==> config.mk <==
export PLATFORM = sky130hd
export DESIGN_NAME = ahb_decoder_mux
export DESIGN_NICKNAME = d
export VERILOG_FILES = /design/src/rtl/ahb_decoder_mux.sv
export SDC_FILE = /design/constraint.sdc
export NUM_CORES = 1
export LEC_CHECK = 0
export CAP_MARGIN = 10
export CORE_MARGIN = 4
export CORE_UTILIZATION = 23
export DETAILED_ROUTE_END_ITERATION = 12
export PLACE_DENSITY = 0.83
export SLEW_MARGIN = 20
export SYNTH_ARGS = -nofsm -noshare
export SYNTH_HDL_FRONTEND = slang
export SYNTH_SLANG_ARGS = --single-unit
==> constraint.sdc <==
create_clock -name hclk -period 1.85 [get_ports hclk]
set_input_delay 0.4625 -clock hclk [delete_from_list [all_inputs] [get_ports hclk]]
set_output_delay 0.4625 -clock hclk [all_outputs]
set_load 0.02 [all_outputs]
==> src/rtl/ahb_decoder_mux.sv <==
// ahb_decoder_mux: AHB-Lite 1:NUM_SLAVES address decoder and response mux with built-in default (ERROR) slave.
// Optional wait-state timeout enabled by defining AHB_DECODER_MUX_TIMEOUT_EN.
module ahb_decoder_mux #(
    parameter int ADDR_WIDTH     = 32,
    parameter int DATA_WIDTH     = 32,
    parameter int NUM_SLAVES     = 4,
    parameter int REGION_BITS    = 16,
    parameter int TIMEOUT_CYCLES = 256
) (
    input  logic                             hclk,
    input  logic                             hreset,
    input  logic [ADDR_WIDTH-1:0]            haddr,
    input  logic [1:0]                       htrans,
    output logic [NUM_SLAVES-1:0]            hselx,
    input  logic [NUM_SLAVES-1:0]            hreadyout_s,
    input  logic [NUM_SLAVES-1:0]            hresp_s,
    input  logic [NUM_SLAVES*DATA_WIDTH-1:0] hrdata_s,
    output logic                             hready,
    output logic                             hresp,
    output logic [DATA_WIDTH-1:0]            hrdata,
    output logic                             decode_err,
    output logic                             timeout_err
);
    localparam int IW = ADDR_WIDTH - REGION_BITS;
    localparam int SW = NUM_SLAVES > 1 ? $clog2(NUM_SLAVES) : 1;

    typedef enum logic [1:0] {DP_IDLE, DP_SLAVE, DP_ERR1, DP_ERR2} state_t;

    state_t          state_q, state_d;
    logic [SW-1:0]   sel_q, sel_d;
    logic            dec_q, dec_d, to_q, to_d;
    logic [IW-1:0]   idx;
    logic            mapped, slv_rdy, fire, unused_ok;

    assign idx       = haddr[ADDR_WIDTH-1:REGION_BITS];
    assign mapped    = 32'(idx) < NUM_SLAVES;
    assign unused_ok = htrans[0];

    for (genvar i = 0; i < NUM_SLAVES; i++) begin : g_sel
        assign hselx[i] = 32'(idx) == i;
    end

    assign slv_rdy = hreadyout_s[sel_q];

`ifdef AHB_DECODER_MUX_TIMEOUT_EN
    localparam int CW = $clog2(TIMEOUT_CYCLES) + 1;
    logic [CW-1:0] wait_q;
    // Fires on the last tolerated wait cycle so ERR1 follows exactly TIMEOUT_CYCLES waits.
    assign fire = state_q == DP_SLAVE && !slv_rdy && wait_q == CW'(TIMEOUT_CYCLES - 1);
    always_ff @(posedge hclk)
        wait_q <= (hreset || state_q != DP_SLAVE || slv_rdy) ? '0 : wait_q + 1'b1;
`else
    localparam int unused_timeout = TIMEOUT_CYCLES;
    assign fire = 1'b0;
`endif

    assign hready     = state_q == DP_SLAVE ? slv_rdy : state_q != DP_ERR1;
    assign hresp      = state_q == DP_SLAVE ? hresp_s[sel_q] : (state_q == DP_ERR1 || state_q == DP_ERR2);
    assign hrdata     = state_q == DP_SLAVE ? hrdata_s[int'(sel_q)*DATA_WIDTH +: DATA_WIDTH] : '0;
    assign decode_err = dec_q;
    assign timeout_err = to_q;

    always_comb begin
        state_d = state_q;
        sel_d   = sel_q;
        dec_d   = 1'b0;
        to_d    = 1'b0;
        if (fire) begin
            state_d = DP_ERR1;
            to_d    = 1'b1;
        end else if (state_q == DP_ERR1) begin
            state_d = DP_ERR2;
        end else if (hready) begin
            state_d = !htrans[1] ? DP_IDLE : mapped ? DP_SLAVE : DP_ERR1;
            sel_d   = idx[SW-1:0];
            dec_d   = htrans[1] && !mapped;
        end
    end

    always_ff @(posedge hclk) begin
        if (hreset) begin
            state_q <= DP_IDLE;
            sel_q   <= '0;
            dec_q   <= 1'b0;
            to_q    <= 1'b0;
        end else begin
            state_q <= state_d;
            sel_q   <= sel_d;
            dec_q   <= dec_d;
            to_q    <= to_d;
        end
    end
endmodule
==> metrics, run 1 <==
status=complete, but fails checks; failing checks=negative setup slack; P_leak=roughly 1.6 nW; 1st-pass router iterations=3; FILL cells=approximately 470; Starting DRT DRC Count=35; layout cell share with drive strength beyond 1=40.87%; Setup Crit Path Kind=register to output port; P&R area growth vs syn=176.3%; Synth Warn #=0; setup ws final=-0.2499 ns; Buf+Inv Stages, Crit Path=3; Final Non-Filler Cells=395; first-pass GRT wire length=between 10 and 15 mm; cell row count=27; Worst setup EP type=output port; Post-DRT Antenna Nets=0; commonest non-fill, non-tap cell in the layout=clkdlybuf4s50_1; TritonCTS clock tree=done; Boundary Pins=about 210; Final Max Tran Viols=0; Yosys reg bits=5; clk buf depth=2; Critical Path Max Stage Delay=slightly below 0.5 ns; M1 GR Usage=19.92%; Die Y-Extent=between 80 and 90 microns; clock root buffer=clkbuf_8; Worst Skew=0.0006005 ns; met3 GRT Util=7.066%; sequential fraction of the synthesis area=7.442%; nets=496; maxcap violations=0; # setup viols final=38; met2 GRT Util=38.81%; Total GRT Usage=19.70%; Residual DRC=0; vias in the first global route=2076; clk slew on worst S/H paths=0.04 ns; CP arrival=1.64 ns; largest net degree at the start of global routing=33; Clk Latency, worst-skew pair=0.22 ns; dpl ws=-0.9392 ns; final wirelength=7.428 mm; fin crit period=2.100 ns; RSZ-0062 raised after global routing=true; commonest non-fill, non-tap cells in the layout=clkdlybuf4s50_1 (118), mux4_2 (33), buf_4 (33), nor2b_1 (26); Crit-path slowest cell=mux4_2; critical path cell sequence=buf_12 -> buf_16 -> mux4_2 -> nor2b_1 -> buf_4; initial antenna violation count=2; hpwl dp=between 5 and 6 mm; Largest delay share family, worst path=multiplexers; synthesized instance count=113; period utilization=113.5%; Post-Syn Area per Cell=11.90 sq um; Placed Instances=380; Worst setup SP type=register; worst endpoint required time=1.39 ns; clock sink count=5; initial core utilization=24.13%; dpl cell area=between 0.003 and 0.004 sq mm; Die W=84.47 microns; Die ar.=0.007135 sq mm; WL/cell=18.81 microns; CP max FO=7; Worst Hold Class=register to register; Cell Pwr Density=337.2 mW/mm^2; number of vias per cell=4.691; post-route cell area=0.003716 sq mm; Peak VDD IR=0.0002721 V; number of port buffers=193; gr ovfl total=0; Max Fclk=476.2 MHz; Final Hold Fails=0; routability cong.=0.7897; Synth Cell Area=0.001345 sq mm; Unique masters post-synth=24; GRT busiest layer=met2; post-synth net total=between 200 and 300; Antenna diodes=0; core area=0.005574 sq mm; Via Count=approximately 1900; Num CTS Buffers=3; H-tree levels=1
[layer usage]
| metal | vias up | wire length, microns |
|---|---|---|
| li1 | 876 | - |
| met1 | 860 | 2608 |
| met2 | 105 | 4031 |
| met3 | 8 | 730 |
| met4 | 4 | 37 |
| met5 | - | 21 |
[sequential cells by signal (all words and copies together), names as in the netlist]
signal / count
state_q: 2
decode_err: 1
sel_q: 2
[cell usage after synthesis (all sizes together)]
library cell | instances | area, sq um
dfxtp | 5 | 100.1
a21oi | 2 | 10.01
nand2b | 1 | 6.260
mux4 | 33 | 743.2
a221o | 1 | 10.01
buf | 9 | 67.56
nor2b | 33 | 206.5
conb | 1 | 3.750
nand2 | 3 | 11.26
nor3b | 2 | 20.02
nor2 | 5 | 18.77
clkbuf | 3 | 11.26
a21o | 1 | 7.510
a221oi | 1 | 26.28
and3b | 1 | 12.51
and3 | 1 | 6.260
nor3 | 2 | 10.01
nand4 | 1 | 6.260
and4 | 1 | 8.760
mux2i | 4 | 40.04
nor4 | 3 | 18.77
[report_power, final]
part / internal (mW) / switching (mW) / total, mW
clock: 0.148 / 0.0576 / 0.206
sequential: 0.118 / 0.0154 / 0.134
combinational: 0.628 / 0.285 / 0.914
total: 0.895 / 0.358 / 1.25
[cell type report]
class	count	area, sq um	share of cell area (%)
clock buffer	4	45.04	1.212
sequential	5	105.1	2.828
tap	72	90.09	2.424
timing repair buffer	218	2163	58.22
multi-input combinational	96	1313	35.32
[worst min-delay path, delay by kind of cell, from the launching register on]
kind | cells | cell delay (ns)
and+or+nand+nor | 1 | 0.05
muxes | 1 | 0.13
DFF | 1 | 0.38
buffers and inverters | 1 | 0.19
[metrics by stage]
stage / setup TNS [ns] / util, % / power [mW] / hold WS, ns
after detailed placement: -24.94 / 62.22 / 0.9822 / 0.7514
after floorplan: 0 / - / 0.4977 / 0.5316
after CTS: -9.117 / 64.83 / 1.258 / 0.7863
after global placement: -24.13 / 62.22 / 0.9682 / 0.7481
final: -7.768 / 66.67 / 1.253 / 0.7926
after global routing: -9.575 / 66.67 / 1.322 / 0.8304
[what timing repair did]
item | CTS | global route
gates cloned | 3 | 1
gates resized for setup | 249 | 41
endpoints found under the setup margin | 38 | 38
setup buffers | 5 | 5
hold buffers | 0 | 0
pin swaps | 9 | 4
[final timing paths]
check                        startpoint               endpoint  slack [ns]  cells past startpoint
hold reg to reg   sel_q[1]$_SDFFE_PP0P_  sel_q[1]$_SDFFE_PP0P_        0.79                      3
setup / recovery  sel_q[0]$_SDFFE_PP0P_              hrdata[7]       -0.25                      5
hold / removal    sel_q[1]$_SDFFE_PP0P_  sel_q[1]$_SDFFE_PP0P_        0.79                      3
setup reg to reg  sel_q[0]$_SDFFE_PP0P_  decode_err$_SDFF_PP0_        0.21                      7
[logic make-up after synthesis]
| family | share of synthesized area, % |
|---|---|
| AOI/OAI and AO/OA | 4.001 |
| DFF | 7.442 |
| other | 0.2788 |
| and+or+nand+nor | 24.19 |
| buffers and inverters | 5.860 |
| muxes | 58.23 |
No activity file was read; power rests on OpenSTA's default activity.
==> inputs of run 2 (changes only) <==
Settings changed: CORE_AREA set to 2 2 82 84, CORE_MARGIN 4 to not set, CORE_UTILIZATION 23 to not set, DIE_AREA set to 0 0 84 86, PLACE_DENSITY 0.83 to 0.77.
==> run 2 against run 1 <==
- the run still ends with negative setup slack left
- global-route usage decreased by 2.5 points
- largest cell class unchanged
- critical path type unchanged
- sequential share of layout area about the same
- via count increased by 0.86%
==> metrics, run 2 (synthesis gave the netlist of run 1 again) <==
status=complete, but fails checks; failing checks=negative setup slack; Boundary Pins=212 (unchanged); commonest non-fill, non-tap cell in the layout=clkdlybuf4s50_1; Die W=84 microns (-0.56%); Fin Setup TNS=-7.972 ns (-0.2040 ns); largest net degree at the start of global routing=20 (-39%); final wirelength=6.764 mm (-8.9%); Num CTS Buffers=3 (unchanged); core area=0.006277 sq mm (+13%); clock sink count=5 (unchanged); layout cell share with drive strength beyond 1=42.02% (+1.2 points); Clk Latency, worst-skew pair=0.23 ns (about the same); clock root buffer=clkbuf_8; Final Non-Filler Cells=403 (+2.0%); Worst Hold Class=register to register; RSZ-0062 raised after global routing=true; Final Core Density=59.58% (-7.1 points); Max Fclk=465.4 MHz (-2.3%); Cell Pwr Density=339.6 mW/mm^2 (+0.71%); clk slew on worst S/H paths=0.04 ns (about the same); Critical Path Max Stage Delay=0.48 ns (about the same); hpwl dp=5.496 mm (-6.2%); WL/cell=16.78 microns (-11%); Worst setup EP type=output port; Crit-path slowest cell=mux4_2; Setup Crit Path Kind=register to output port; commonest non-fill, non-tap cells in the layout=clkdlybuf4s50_1 (87), dlygate4sd2_1 (52), mux4_2 (33), buf_6 (24), buf_4 (23); Peak VDD IR=0.0003909 V (+44%); fin crit period=2.149 ns (+0.04860 ns); Largest delay share family, worst path=multiplexers; gr ovfl total=0 (unchanged); number of port buffers=193 (unchanged); Final Max Tran Viols=0 (unchanged); dpl ws=-0.9647 ns (-0.02549 ns); critical path cell sequence=buf_12 -> buf_16 -> mux4_2 -> nor2b_1 -> buf_2; CP arrival=1.69 ns (+0.05 ns); 1st-pass router iterations=5 (+2); FILL cells=558 (+19%); Total GRT Usage=17.20% (-2.5 points); initial antenna violation count=0 (-2); setup ws final=-0.2985 ns (-0.04860 ns); worst endpoint required time=1.39 ns (about the same); nets=499 (+0.60%); maxcap violations=0 (unchanged); number of vias per cell=4.638 (-1.1%); Placed Instances=389 (+2.4%); P&R area growth vs syn=178.0%; CP max FO=6 (-1); Die Y-Extent=86 microns (+1.8%); Via Count=1869 (+0.86%); H-tree levels=1 (unchanged); # setup viols final=37 (-2.6%); P_leak=1.585 nW (+0.30%); TritonCTS clock tree=done; clk buf depth=2 (unchanged); vias in the first global route=1991 (-4.1%); Final Hold Fails=0 (unchanged); period utilization=116.1% (+2.6 points); Residual DRC=0 (unchanged); Die ar.=0.007224 sq mm (+1.2%); Worst Skew=0.001861 ns (+0.001260 ns); cell row count=29 (+7.4%); routability cong.=0.7516 (-4.8%); Antenna diodes=0 (unchanged); first-pass GRT wire length=9.853 mm (-11%); Worst setup SP type=register; Post-DRT Antenna Nets=0 (unchanged); Starting DRT DRC Count=31 (-11%); Buf+Inv Stages, Crit Path=3 (unchanged); initial core utilization=21.43% (-2.7 points)
[run 2: final cells by class]
| type | count | area [sq um] | share of cell area (%) |
|---|---|---|---|
| clock buffers | 4 | 45.04 | 1.204 |
| multi-input cells | 96 | 1321 | 35.33 |
| flip-flops and latches | 5 | 105.1 | 2.810 |
| well taps | 77 | 96.34 | 2.576 |
| repair buffers | 221 | 2172 | 58.08 |
[run 2: power breakdown]
| group | internal [mW] | switching, mW | total (mW) |
|---|---|---|---|
| clock | 0.148 | 0.0600 | 0.208 |
| combinational | 0.634 | 0.294 | 0.928 |
| sequential | 0.118 | 0.0148 | 0.133 |
| total | 0.901 | 0.369 | 1.27 |
[run 2: what timing repair did]
item | CTS | global route
gates resized for setup | 292 | 41
pin swaps | 10 | 5
gates cloned | 3 | 0
buffers inserted | 8 | 3
hold buffers | 0 | 0
endpoints found under the setup margin | 38 | 40
[run 2: path summary, 6_finish.rpt]
check | startpoint | end | slack, ns | cells after the start
setup / recovery | sel_q[0]$_SDFFE_PP0P_ | hrdata[6] | -0.30 | 5
hold / removal | sel_q[1]$_SDFFE_PP0P_ | sel_q[1]$_SDFFE_PP0P_ | 0.72 | 3
setup reg to reg | sel_q[0]$_SDFFE_PP0P_ | sel_q[1]$_SDFFE_PP0P_ | 0.09 | 8
hold reg to reg | sel_q[1]$_SDFFE_PP0P_ | sel_q[1]$_SDFFE_PP0P_ | 0.72 | 3
[run 2: per-stage QoR]
step	power (mW)	hold WS, ns	instance area (sq um)
after floorplan	0.4977	0.5316	1355
after global placement	0.9935	0.5872	3530
after detailed placement	1.010	0.6105	3530
after CTS	1.254	0.7145	3623
after global routing	1.337	0.7647	3740
final	1.270	0.7212	3740
[run 2: per-layer routing]
metal	up-vias	global-route usage [%]	wire [microns]
met5	-	0	0
met3	6	3.176	520
met1	865	21.13	2629
li1	880	-	-
met4	0	3.226	78
met2	118	31.71	3536
[run 2: worst min-delay path: stages (launching register included)]
cell and delay [ns]:
dfxtp_2 0.34, buf_12 0.15, mux2i_1 0.13, nor2_1 0.06
